## config.mk

```make
export PLATFORM = sky130hd
export DESIGN_NAME = stopwatch_ctrl_flat
export DESIGN_NICKNAME = d
export VERILOG_FILES = /design/src/rtl/stopwatch_pkg.sv /design/src/rtl/stopwatch_ctrl_if.sv /design/src/rtl/stopwatch_ctrl_btn_debounce.sv /design/src/rtl/stopwatch_ctrl.sv /design/src/flat_wrapper.sv
export SDC_FILE = /design/constraint.sdc
export NUM_CORES = 1
export LEC_CHECK = 0
export CORE_UTILIZATION = 37
export DETAILED_ROUTE_END_ITERATION = 12
export HOLD_SLACK_MARGIN = 0.08
export SLEW_MARGIN = 20
export SYNTH_ARGS = -nofsm -noshare
export SYNTH_HDL_FRONTEND = slang
export SYNTH_HIERARCHICAL = 1
export SYNTH_SLANG_ARGS = --single-unit
```

## constraint.sdc

```tcl
create_clock -name CLK -period 2.2 [get_ports CLK]
set_clock_uncertainty 0.05 [all_clocks]
set_input_delay 0.44 -clock CLK [delete_from_list [all_inputs] [get_ports CLK]]
set_output_delay 0.44 -clock CLK [all_outputs]
set_load 0.005 [all_outputs]
```

## src/rtl/stopwatch_pkg.sv

```systemverilog
// Shared state encoding, default timing constants and counter-width helper
// for the stopwatch front-end control stage.
package stopwatch_pkg;

    typedef enum logic {
        STOPPED = 1'b0,
        RUNNING = 1'b1
    } sw_state_t;

    localparam int DEF_SYNC_STAGES     = 2;
    localparam int DEF_DEBOUNCE_CYCLES = 50000;
    localparam int DEF_TICK_DIV        = 5000000;

    // Bits needed to hold the values 0..n-1.
    function automatic int cnt_width(input int n);
        int w;
        w = 1;
        while ((1 << w) < n) w++;
        return w;
    endfunction

endpackage

```

## src/rtl/stopwatch_ctrl_if.sv

```systemverilog
// Button and strobe bundle between the stopwatch front end and its neighbours.
// LAP/HOLD exist only when STOPWATCH_LAP_EN is defined.
interface stopwatch_ctrl_if;
    logic STRTSTOP;
    logic CLEAR;
    logic RUN;
    logic TENTH_TICK;
    logic CLR_OUT;
`ifdef STOPWATCH_LAP_EN
    logic LAP;
    logic HOLD;

    modport master (output STRTSTOP, CLEAR, LAP, input RUN, TENTH_TICK, CLR_OUT, HOLD);
    modport slave  (input STRTSTOP, CLEAR, LAP, output RUN, TENTH_TICK, CLR_OUT, HOLD);
`else
    modport master (output STRTSTOP, CLEAR, input RUN, TENTH_TICK, CLR_OUT);
    modport slave  (input STRTSTOP, CLEAR, output RUN, TENTH_TICK, CLR_OUT);
`endif
endinterface

```

## src/rtl/stopwatch_ctrl_btn_debounce.sv

```systemverilog
// One push-button channel: synchroniser, stable-level debounce counter and
// a one-cycle press pulse on each accepted 1 -> 0 transition.
module btn_debounce
    import stopwatch_pkg::*;
#(
    parameter int SYNC_STAGES     = DEF_SYNC_STAGES,
    parameter int DEBOUNCE_CYCLES = DEF_DEBOUNCE_CYCLES
) (
    input  logic clk,
    input  logic rst_n,
    input  logic btn_raw,
    output logic press
);
    localparam int             CW       = cnt_width(DEBOUNCE_CYCLES);
    localparam logic [CW-1:0]  CNT_LAST = CW'(DEBOUNCE_CYCLES - 1);

    logic [SYNC_STAGES-1:0] sync_q;
    logic [CW-1:0]          cnt_q;
    logic                   level_q;
    logic                   level_d1_q;
    logic                   sync_lvl;

    assign sync_lvl = sync_q[SYNC_STAGES-1];

    always_ff @(posedge clk or negedge rst_n) begin
        if (!rst_n) begin
            sync_q     <= '1;
            cnt_q      <= '0;
            level_q    <= 1'b1;
            level_d1_q <= 1'b1;
        end else begin
            sync_q     <= {sync_q[SYNC_STAGES-2:0], btn_raw};
            level_d1_q <= level_q;
            if (sync_lvl == level_q) begin
                cnt_q <= '0;
            end else if (cnt_q == CNT_LAST) begin
                level_q <= sync_lvl;
                cnt_q   <= '0;
            end else begin
                cnt_q <= cnt_q + CW'(1);
            end
        end
    end

    // Release edges are deliberately not reported.
    assign press = level_d1_q & ~level_q;

endmodule

```

## src/rtl/stopwatch_ctrl.sv

```systemverilog
// Stopwatch front end: debounced start/stop toggle, tenth-second tick divider
// and counter clear. Optional lap/hold logic under STOPWATCH_LAP_EN.
//
// state   | meaning
// STOPPED | divider frozen, clear presses accepted
// RUNNING | divider counting, tick emitted every TICK_DIV cycles
module stopwatch_ctrl
    import stopwatch_pkg::*;
#(
    parameter int SYNC_STAGES     = DEF_SYNC_STAGES,
    parameter int DEBOUNCE_CYCLES = DEF_DEBOUNCE_CYCLES,
    parameter int TICK_DIV        = DEF_TICK_DIV
) (
    input logic             CLK,
    input logic             RESET,
    stopwatch_ctrl_if.slave bus
);
    localparam int            DW       = cnt_width(TICK_DIV);
    localparam logic [DW-1:0] DIV_LAST = DW'(TICK_DIV - 1);

    sw_state_t     state_q, state_d;
    logic          start_press, clear_press;
    logic [DW-1:0] div_q, div_d;
    logic          run_q, tick_q, clr_q;
    logic          tick_d, clr_d;

    btn_debounce #(.SYNC_STAGES(SYNC_STAGES), .DEBOUNCE_CYCLES(DEBOUNCE_CYCLES)) u_db_start (
        .clk(CLK), .rst_n(RESET), .btn_raw(bus.STRTSTOP), .press(start_press)
    );

    btn_debounce #(.SYNC_STAGES(SYNC_STAGES), .DEBOUNCE_CYCLES(DEBOUNCE_CYCLES)) u_db_clear (
        .clk(CLK), .rst_n(RESET), .btn_raw(bus.CLEAR), .press(clear_press)
    );

`ifdef STOPWATCH_LAP_EN
    logic lap_press, hold_q, hold_d;

    btn_debounce #(.SYNC_STAGES(SYNC_STAGES), .DEBOUNCE_CYCLES(DEBOUNCE_CYCLES)) u_db_lap (
        .clk(CLK), .rst_n(RESET), .btn_raw(bus.LAP), .press(lap_press)
    );
`endif

    always_ff @(posedge CLK or negedge RESET) begin
        if (!RESET) state_q <= STOPPED;
        else        state_q <= state_d;
    end

    always_comb begin
        state_d = state_q;
        if (start_press) state_d = (state_q == STOPPED) ? RUNNING : STOPPED;
    end

    // The stop cycle does not advance the divider, so a resume continues
    // from exactly the count reached while running.
    always_comb begin
        div_d  = div_q;
        tick_d = 1'b0;
        clr_d  = 1'b0;
        if (state_q == RUNNING) begin
            if (!start_press) begin
                if (div_q == DIV_LAST) begin
                    div_d  = '0;
                    tick_d = 1'b1;
                end else begin
                    div_d = div_q + DW'(1);
                end
            end
        end else if (clear_press && !start_press) begin
            clr_d = 1'b1;
            div_d = '0;
        end
`ifdef STOPWATCH_LAP_EN
        hold_d = hold_q;
        if (state_d == STOPPED || clr_d) hold_d = 1'b0;
        else if (lap_press && state_q == RUNNING) hold_d = ~hold_q;
`endif
    end

    always_ff @(posedge CLK or negedge RESET) begin
        if (!RESET) begin
            div_q  <= '0;
            run_q  <= 1'b0;
            tick_q <= 1'b0;
            clr_q  <= 1'b0;
        end else begin
            div_q  <= div_d;
            run_q  <= (state_d == RUNNING);
            tick_q <= tick_d;
            clr_q  <= clr_d;
        end
    end

`ifdef STOPWATCH_LAP_EN
    always_ff @(posedge CLK or negedge RESET) begin
        if (!RESET) hold_q <= 1'b0;
        else        hold_q <= hold_d;
    end

    assign bus.HOLD = hold_q;
`endif

    assign bus.RUN        = run_q;
    assign bus.TENTH_TICK = tick_q;
    assign bus.CLR_OUT    = clr_q;

endmodule

```

## src/flat_wrapper.sv

```systemverilog
// flat-port wrapper written by rule: the top's interface ports become plain ports
module stopwatch_ctrl_flat import stopwatch_pkg::*;
#(
    parameter int SYNC_STAGES     = DEF_SYNC_STAGES,
    parameter int DEBOUNCE_CYCLES = DEF_DEBOUNCE_CYCLES,
    parameter int TICK_DIV        = DEF_TICK_DIV
)
  (CLK, RESET, bus_STRTSTOP, bus_CLEAR, bus_RUN, bus_TENTH_TICK, bus_CLR_OUT);
  stopwatch_ctrl_if bus_i ();
  input logic CLK;
  input logic RESET;
  input wire logic [$bits(bus_i.STRTSTOP)-1:0] bus_STRTSTOP;
  input wire logic [$bits(bus_i.CLEAR)-1:0] bus_CLEAR;
  output wire logic [$bits(bus_i.RUN)-1:0] bus_RUN;
  output wire logic [$bits(bus_i.TENTH_TICK)-1:0] bus_TENTH_TICK;
  output wire logic [$bits(bus_i.CLR_OUT)-1:0] bus_CLR_OUT;
  assign bus_i.STRTSTOP = bus_STRTSTOP;
  assign bus_i.CLEAR = bus_CLEAR;
  assign bus_RUN = bus_i.RUN;
  assign bus_TENTH_TICK = bus_i.TENTH_TICK;
  assign bus_CLR_OUT = bus_i.CLR_OUT;
  stopwatch_ctrl #(.SYNC_STAGES(SYNC_STAGES), .DEBOUNCE_CYCLES(DEBOUNCE_CYCLES), .TICK_DIV(TICK_DIV)) u_core (.CLK(CLK), .RESET(RESET), .bus(bus_i));
endmodule
```

Word level (Yosys, flattened, before mapping). Index checks and enable logic that the tools add are counted.

Register bits: 66. Bits of input ports: 4. Output and inout bits: 3. Word-level logic and storage cells: 47.

Add/subtract/negate cells: 3. Equality and inequality tests: 6. Multiplexer cells: 14. Bitwise logic cells: 6. Reduce and logical (&&, ||, !) cells: 6.

Operators with widths (number): 2-to-1 mux 23 bit (4); 2-to-1 mux 16 bit (4); adder 16 x 1 -> 16 bit (second input constant) (2); == test 16 bit (second input constant) (2); adder 23 x 1 -> 23 bit (second input constant) (1); == test 23 bit (second input constant) (1); 2-to-1 mux 1 bit (6); AND reduction 2 bit (3); inverter 1 bit (4); bitwise AND 1 bit (2); == test 1 bit (2); inequality test 2 bit (second input constant) (1); nonzero test 2 bit (1); logical AND 1 bit (1); logical NOT 1 bit (1).

Longest topological paths before layout. Gate-level depths: netlist of run 1.

Depth after elaboration: 6. Mapped depth: 7. Mapped depth without buffers: 6.

Modules after synthesis. The synthesis of run 1 kept the hierarchy.

Modules (own cells, without submodules): btn_debounce (times used 2, cells each 88, area an instance 947.2 µm², sequential area each 505.5 µm²); stopwatch_ctrl (times used 1, cells each 164, area an instance 1481.4 µm², sequential area each 650.6 µm²).

Worst setup path before layout of run 1. No wires, ideal clock.

Path type: flip-flop to flip-flop. Start point: reg u_core.u_db_clear.cnt_q[10]. End point: reg u_core.u_db_clear.cnt_q[10]. Library setup time: 0.119 ns. Arrival time: 1.739 ns. Data required time: 2.031 ns. Setup slack: 0.292 ns. Stages on the path, launching flop included: 6. Buffers on the path: 1. Period minus slack after synthesis: 1.908 ns. Path through: dfrtp_1 -> or4b_1 -> or4_4 -> nand2_4 -> buf_6 -> nor2_1.

Word-level cells in the longest chain between the ends: 3. Elaborated cells on any way between the ends: 4. Those cells by class: add/sub (1); eq/ne (1); mux (2).

Ends and longest elaborated chain: start: declaration (RTL line stopwatch_ctrl_btn_debounce.sv:18) `logic [CW-1:0] cnt_q;`; start signal: assignment (RTL line stopwatch_ctrl_btn_debounce.sv:40) `cnt_q <= cnt_q + CW'(1);`; adder 16 x 1 -> 16 bit / == test 16 bit (equally long branches) (RTL line stopwatch_ctrl_btn_debounce.sv:40, stopwatch_ctrl_btn_debounce.sv:36); 2-to-1 mux 16 bit (*) (RTL line stopwatch_ctrl_btn_debounce.sv:36) `end else if (cnt_q == CNT_LAST) begin`; 2-to-1 mux 16 bit (*) (RTL line stopwatch_ctrl_btn_debounce.sv:34) `if (sync_lvl == level_q) begin`.

Every way passes the cells marked *; elsewhere a longest branch is shown, timed or not. A chain may end at the register's enable or synchronous reset.

Final worst setup path of run 1.
Start point: reg u_core.u_db_start.cnt_q[12]. End point: reg u_core.u_db_start.level_q.

Word-level cells in the longest chain between the ends: 2.

Ends and longest elaborated chain: start: declaration (RTL line stopwatch_ctrl_btn_debounce.sv:18); start signal: assignment (RTL line stopwatch_ctrl_btn_debounce.sv:40); == test 16 bit (RTL line stopwatch_ctrl_btn_debounce.sv:36); AND reduction 2 bit (no source line); end signal: assignment (RTL line stopwatch_ctrl_btn_debounce.sv:37) `level_q <= sync_lvl;`; end: declaration (RTL line stopwatch_ctrl_btn_debounce.sv:19) `logic level_q;`.

No other way between the ends.

==> impl_results.md, run 1 <==
- HPWL after detailed placement: 4431 um
- Hold Violations, Final: 0
- Ratio of routed vias to standard cells: 5.442
- Number of cell rows: 34
- DR DRC count: 0
- Final #Nets: between 300 and 400
- Synth cell count leaders: sky130_fd_sc_hd__dfrtp_1, sky130_fd_sc_hd__nor2_1, sky130_fd_sc_hd__nand2_1, sky130_fd_sc_hd__nand3_1, sky130_fd_sc_hd__nand4_1
- Final period util: 0.9028
- Register bit count reported by yosys: 66
- Kind of start point of the critical path: register
- Total of buffers placed on input and output ports: 6
- Critical path endpoint category: register
- Sum of overflow across all layers after global routing: 0
- Max-slew violation count: 0
- Share of cells above drive strength 1: 0.1361
- Latest clock arrival within the worst-skew pair: between 300 and 400 ps
- Maximum count of clock buffers along a single path: 2
- Num Clock Sinks: 66
- Layout-stage area growth over the synthesis result: 12.60%
- Launch instance of the worst register-to-register path: u_core/u_db_start/cnt_q[12]
- Achievable frequency: around 500 MHz
- X dimension of the die: slightly below 100 um
- Antenna diode instance count: 0
- Slew @ Worst Pin: 524.9 ps
- Slew headroom: 0.6468
- Number of ports placed on the die boundary: 7
- Power consumption: 2.460 mW
- Drt wl/cell: around 14 um
- Max-cap viol count: 0
- Number of enable flip-flop cells after synthesis: 0
- Detailed Route Iter0 Violations: ~140
- Gr usage total: 0.1549
- Area of the die: 9509 sq um
- Area share of the largest cell type after synthesis: 0.4299
- Antenna violations before repair: 0
- Synth area leader: sky130_fd_sc_hd__dfrtp_1
- Status: finished, final reports clean
- Vert. Die Dim: about 98 um
- Crit Path Max Fanout: 5
- Data arrival time at the worst-slack endpoint: around 2200 ps
- Setup repair after global routing missed its margin: false
- Number of global-route vias before repair: 2608
- Crit path launch: u_core/u_db_start/cnt_q[12]
- Effective utilization at floorplan: 0.3852
- DRT Wirelength: 6644 um
- Async set or reset register ratio after synthesis: 1.000
- Area of the mapped netlist: ~3400 sq um
- Gp weighted congestion: between 0.8 and 0.9
- Share of the yosys chip area belonging to registers: 0.4922
- Most frequently used flop master after synthesis: sky130_fd_sc_hd__dfrtp_1
- Hold path startpoint: u_core/u_db_clear/sync_q[0]
- Number of standard cells after synthesis: 340
- Worst setup slack for register-to-register paths: between 200 and 250 ps
- Distinct cell type count of the synthesized netlist: 47
- Antenna Violating Nets Remaining: 0
- Clock period minus final worst setup slack: 1986 ps
- Largest net degree at the start of global routing: 67
- Depth of the worst register-to-register path: 3
- TritonCTS buffer count: 9
- Max rail drop VDD: about 0.37 mV
- TritonCTS clock tree: yes
- Critical path capture point: u_core/u_db_start/level_q
- Cell at the root of the clock tree: sky130_fd_sc_hd__clkbuf_8
- Clock-pin slew of the registers on the worst-case setup and hold paths: around 80 ps
- Hold Path Depth: 0
- Classification of the worst-slack hold path: register to register
- Power Dens Cells: approximately 650 nW/um^2
- Critical path start-end classification: register to register
- Count of endpoints failing setup in the final report: 0
- Length of the first detailed-routing pass in iterations: 6
- Count leader, synth: sky130_fd_sc_hd__dfrtp_1
- Worst flop-to-flop path endpoint: u_core/u_db_start/level_q
- Std-Cell Core Area: approximately 8800 sq um
- Via count of the routed design: approximately 2500
- Leak Pwr: 1.582 nW
- H-Tree Level Count: 3
- Wire length of the first global-routing pass: roughly 12000 um
- Per-instance average area after synthesis: 9.929 sq um
- Net count after synthesis: about 350
- Required time of the critical path: 2410 ps
- Count of warnings emitted by yosys: 6
- Leading cell types by total area after synthesis: sky130_fd_sc_hd__dfrtp_1, sky130_fd_sc_hd__dfstp_2, sky130_fd_sc_hd__nor2_1
- Post CTS Setup Buffer Count: 0
- Total negative setup slack: 0 ps
[area by class of cell]
class	instances	area (sq um)
clock inverters	4	73.82
inverters	12	45.04
repair buffers	14	130.1
flip-flops and latches	66	1662
multi-input cells	252	1600
clock buffers	12	155.1
well taps	108	135.1
fillers	858	4962
[worst min-delay path by stage]
stage,slack (ps),endpoint
after floorplan,90,u_core/bus.CLR_OUT
after global placement,300,u_core/u_db_start/sync_q[1]
after detailed placement,300,u_core/u_db_start/sync_q[1]
after global routing,310,u_core/u_db_clear/sync_q[1]
final,310,u_core/u_db_clear/sync_q[1]
after CTS,310,u_core/u_db_clear/sync_q[1]
[registers in the layout (all words and copies together) (netlist names), 2 cells and up]
register / cells
u_core/u_db_clear/cnt_q: 16
u_core/u_db_start/cnt_q: 16
u_core/u_db_clear/sync_q: 2
u_core/div_q: 23
u_core/u_db_start/sync_q: 2
[through the flow]
step	utilization	instances	setup slack (ps)	instance area (sq um)	hold WS, ps
4_1_cts	0.4338	468	204.3	3801	309.4
6_report	0.4338	468	213.8	3801	308.1
2_1_floorplan	-	340	292.4	3376	94.41
3_3_place_gp	0.4065	451	242.4	3562	296.3
3_5_place_dp	0.4065	451	223.0	3562	296.8
5_1_grt	0.4338	468	66.90	3801	312.6
[per-layer routing]
metal / share of wire / up-vias / global-route usage
met5: 0 / - / 0
met4: 0.010 / 0 / 0.04525
met3: 0.040 / 8 / 0.04388
met2: 0.46 / 53 / 0.2431
met1: 0.49 / 1242 / 0.2082
li1: - / 1244 / -
[cells in the final DEF, fill, tap and decap left out, types with 4 or more instances in the layout]
cell                              instances
sky130_fd_sc_hd__xor2_1                  15
sky130_fd_sc_hd__nor2_1                  40
sky130_fd_sc_hd__clkdlybuf4s50_1          5
sky130_fd_sc_hd__nor4_1                   6
sky130_fd_sc_hd__dfstp_2                  8
sky130_fd_sc_hd__nor3_1                   9
sky130_fd_sc_hd__o21ai_1                  6
sky130_fd_sc_hd__buf_4                    6
sky130_fd_sc_hd__or3_1                   11
sky130_fd_sc_hd__o21ai_0                 16
sky130_fd_sc_hd__nand4_1                 18
sky130_fd_sc_hd__nand2_1                 21
sky130_fd_sc_hd__a21o_1                   5
sky130_fd_sc_hd__a21oi_1                 11
sky130_fd_sc_hd__clkbuf_8                11
sky130_fd_sc_hd__dfrtp_1                 58
sky130_fd_sc_hd__inv_1                   12
sky130_fd_sc_hd__and4_1                   4
sky130_fd_sc_hd__nand3_1                 21
sky130_fd_sc_hd__and3_1                   6
sky130_fd_sc_hd__xnor2_1                 15
[cell families (layout without fill, tap and decap cells)]
group / count (synthesis) / in the layout / synth area share
AND/OR/NAND/NOR: 169 / 169 / 0.2910
flip-flops: 66 / 66 / 0.4922
AO/OA/AOI/OAI: 46 / 46 / 0.07895
XOR/XNOR: 30 / 30 / 0.07784
buffers and inverters: 22 / 42 / 0.03373
multiplexers: 4 / 4 / 0.01520
adder cells (fa/ha/maj): 3 / 3 / 0.01112
[critical path, stage by stage (launching register included)]
cell and delay (ps):
sky130_fd_sc_hd__dfrtp_1 430, sky130_fd_sc_hd__or4b_1 520, sky130_fd_sc_hd__or4_4 590, sky130_fd_sc_hd__mux2_4 320
[where the power goes]
group          leakage [nW]  internal, mW  switching [mW]
combinational         0.576        0.0196          0.0392
clock                 0.117         0.703           0.456
sequential            0.889          1.23          0.0133
[repair_timing]
action	4_1_cts	5_1_grt
endpoints found under the hold margin	41	0
hold buffers	1	0
resized for setup	0	0
No activity file was read; power rests on OpenSTA's default activity.
==> run 2, diff against run 1 <==
--- a/config.mk
+++ b/config.mk
@@ -5,6 +5,7 @@
 export SDC_FILE = /design/constraint.sdc
 export NUM_CORES = 1
 export LEC_CHECK = 0
+export CAP_MARGIN = 20
 export CORE_UTILIZATION = 37
 export DETAILED_ROUTE_END_ITERATION = 12
 export HOLD_SLACK_MARGIN = 0.08
==> results of run 2 <==
No change in the layout: final DEF, timing and power equal those of run 1.
==> run 3, diff against run 2 <==
--- a/config.mk
+++ b/config.mk
@@ -6,7 +6,7 @@
 export NUM_CORES = 1
 export LEC_CHECK = 0
 export CAP_MARGIN = 20
-export CORE_UTILIZATION = 37
+export CORE_UTILIZATION = 45
 export DETAILED_ROUTE_END_ITERATION = 12
 export HOLD_SLACK_MARGIN = 0.08
 export SLEW_MARGIN = 20
==> run 3 against run 2 <==
  * Setup slack lost 19 ps
  * First-iteration DRC count decreased by 32%
  * Cell count down 1.1%
  * Clock power is 13% lower
  * Sequential power about the same
  * Sequential share of layout area is 0.17 points higher
  * Global-route usage increased by 4.1 points
  * Total power down 6.0%
  * Largest cell class unchanged
==> impl_results.md, run 3 (synthesized netlist as in run 1, its figures left out) <==
- Status: finished, final reports clean
- Wire length of the first global-routing pass: between 10000 and 15000 um
- Vert. Die Dim: roughly 90 um
- Worst-case hold slack: ~300 ps
- TritonCTS clock tree: yes
- Slew headroom: 0.6327
- Critical path endpoint category: register
- Num Clock Sinks: 66
- Commonest cells after routing, fill and taps aside: sky130_fd_sc_hd__dfrtp_1, sky130_fd_sc_hd__nor2_1, sky130_fd_sc_hd__nand2_1, sky130_fd_sc_hd__nand3_1, sky130_fd_sc_hd__nand4_1
- Via count of the routed design: 2522
- Share of cells above drive strength 1: 0.1511
- Required time of the critical path: approximately 2400 ps
- Most common cell after layout, fill and taps aside: sky130_fd_sc_hd__dfrtp_1
- Effective utilization at floorplan: 0.4654
- Ratio of routed vias to standard cells: 5.447
- Achievable frequency: ~500 MHz
- Number of ports placed on the die boundary: 7
- Detailed Route Iter0 Violations: slightly below 100
- Sum of overflow across all layers after global routing: 0
- Largest net degree at the start of global routing: 67
- Antenna Violating Nets Remaining: 0
- Antenna violations before repair: 0
- DRT Wirelength: between 6000 and 7000 um
- Gr usage total: 0.1962
- Number of cell rows: 31
- Number of global-route vias before repair: approximately 2400
- Power Dens Cells: approximately 610 nW/um^2
- Setup repair after global routing missed its margin: false
- Metal2 WL: about 2900 um
- TritonCTS buffer count: 9
- Std-Cell Core Area: around 7300 sq um
- Leak Pwr: approximately 1.6 nW
- Max-slew violation count: 0
- Total of buffers placed on input and output ports: 6
- Maximum count of clock buffers along a single path: 2
- Critical path start-end classification: register to register
- Clock-pin slew of the registers on the worst-case setup and hold paths: 80 ps
- X dimension of the die: just under 90 um
- Routed metal-1 wirelength: around 3400 um
- Bufs and invs on worst path: 1
- Count of endpoints failing setup in the final report: 0
- Register containing the most flip-flops in the final layout: u_core/div_q
- Largest stage delay, worst path: 420 ps
- Count of filler cells inserted in the layout: 657
- Kind of start point of the critical path: register
- Cell at the root of the clock tree: sky130_fd_sc_hd__clkbuf_8
- Hold Violations, Final: 0
- Antenna diode instance count: 0
- Length of the first detailed-routing pass in iterations: 4
- Clock period minus final worst setup slack: 2005 ps
- Max layer used: met4
- DR DRC count: 0
- Post CTS Setup Buffer Count: 0
- Crit path max-delay cell type: sky130_fd_sc_hd__dfrtp_1
- Drt wl/cell: 14.30 um
- Final #Nets: approximately 370
- Latest clock arrival within the worst-skew pair: roughly 340 ps
- Layout-stage area growth over the synthesis result: 12.16%
- Max-cap viol count: 0
- Data arrival time at the worst-slack endpoint: ~2200 ps
- Gp weighted congestion: 0.7989
- Crit Path Max Fanout: 7
- Classification of the worst-slack hold path: register to register
- Met3 routed wirelength: roughly 210 um
- CP delay by family, top: simple AND/OR/NAND/NOR gates
- Largest registers ranked by flip-flop count: u_core/div_q x23, u_core/u_db_clear/cnt_q x16, u_core/u_db_start/cnt_q x16
- Slew @ Worst Pin: 545.9 ps
- Total negative setup slack: 0 ps
- Max rail drop VDD: approximately 0.38 mV
- HPWL after detailed placement: 4439 um
- Area of the die: slightly below 8000 sq um
- H-Tree Level Count: 3
- Max FFs per register: 23
- Chain of cells forming the critical path: ha_1, and3_1, nand4_1, o21ai_2, buf_4, or3_1, o21ai_0
- Final period util: 0.9115
[run 3: changes by cell type in the layout (fill, tap and decap cells not counted), sizes merged]
cell,before,now
buf,8,12
clkinv,1,5
clkbuf,12,9
bufinv,2,1
clkinvlp,0,1
inv,13,12
[run 3: per-layer routing]
metal  global-route usage  up-vias
li1                     -     1251
met2               0.2769       38
met1               0.2879     1223
met3              0.05317       10
met4              0.07185        0
met5                    0        -
[run 3: report_power, final]
part           internal (mW)  switching [mW]
combinational         0.0194          0.0397
sequential              1.23          0.0128
clock                  0.521           0.492
[run 3: per-stage QoR]
step	cell area [sq um]	cells	worst slack, ps	total power [mW]	utilization
CTS	3785	463	163.8	2.347	0.5218
finish	3786	463	194.8	2.313	0.5220
global route	3786	463	50.46	2.411	0.5220
floorplan	3376	340	292.4	1.288	-
detailed placement	3581	446	181.2	1.324	0.4937
global placement	3581	446	223.5	1.325	0.4937
[run 3: timing repair]
| item | 4_1_cts | 5_1_grt |
|---|---|---|
| endpoints found under the setup margin | 0 | 1 |
| endpoints found under the hold margin | 54 | 0 |
| gates resized for setup | 0 | 1 |
| hold buffers | 1 | 0 |
[run 3: area by class of cell]
cell class / instances / area, sq um / share of cell area
clock buffers: 9 / 123.9 / 0.03272
clock inverters: 7 / 70.07 / 0.01851
inverters: 12 / 45.04 / 0.01190
multi-input cells: 252 / 1602 / 0.4230
flip-flops and latches: 66 / 1662 / 0.4389
well taps: 99 / 123.9 / 0.03272
repair buffers: 18 / 160.2 / 0.04230
[run 3: path summary, 6_finish.rpt]
check	start	end	slack, ps	cells after the start
worst max-delay path	u_core/div_q[0]	u_core/div_q[16]	190	7
worst min-delay path	u_core/u_db_start/sync_q[0]	u_core/u_db_start/sync_q[1]	300	0
worst max register to register	u_core/div_q[0]	u_core/div_q[16]	190	7
worst min register to register	u_core/u_db_start/sync_q[0]	u_core/u_db_start/sync_q[1]	300	0
max in group asynchronous	RESET	u_core/u_db_start/level_d1_q	1190	3
min in group asynchronous	RESET	u_core/u_db_start/cnt_q[4]	590	3
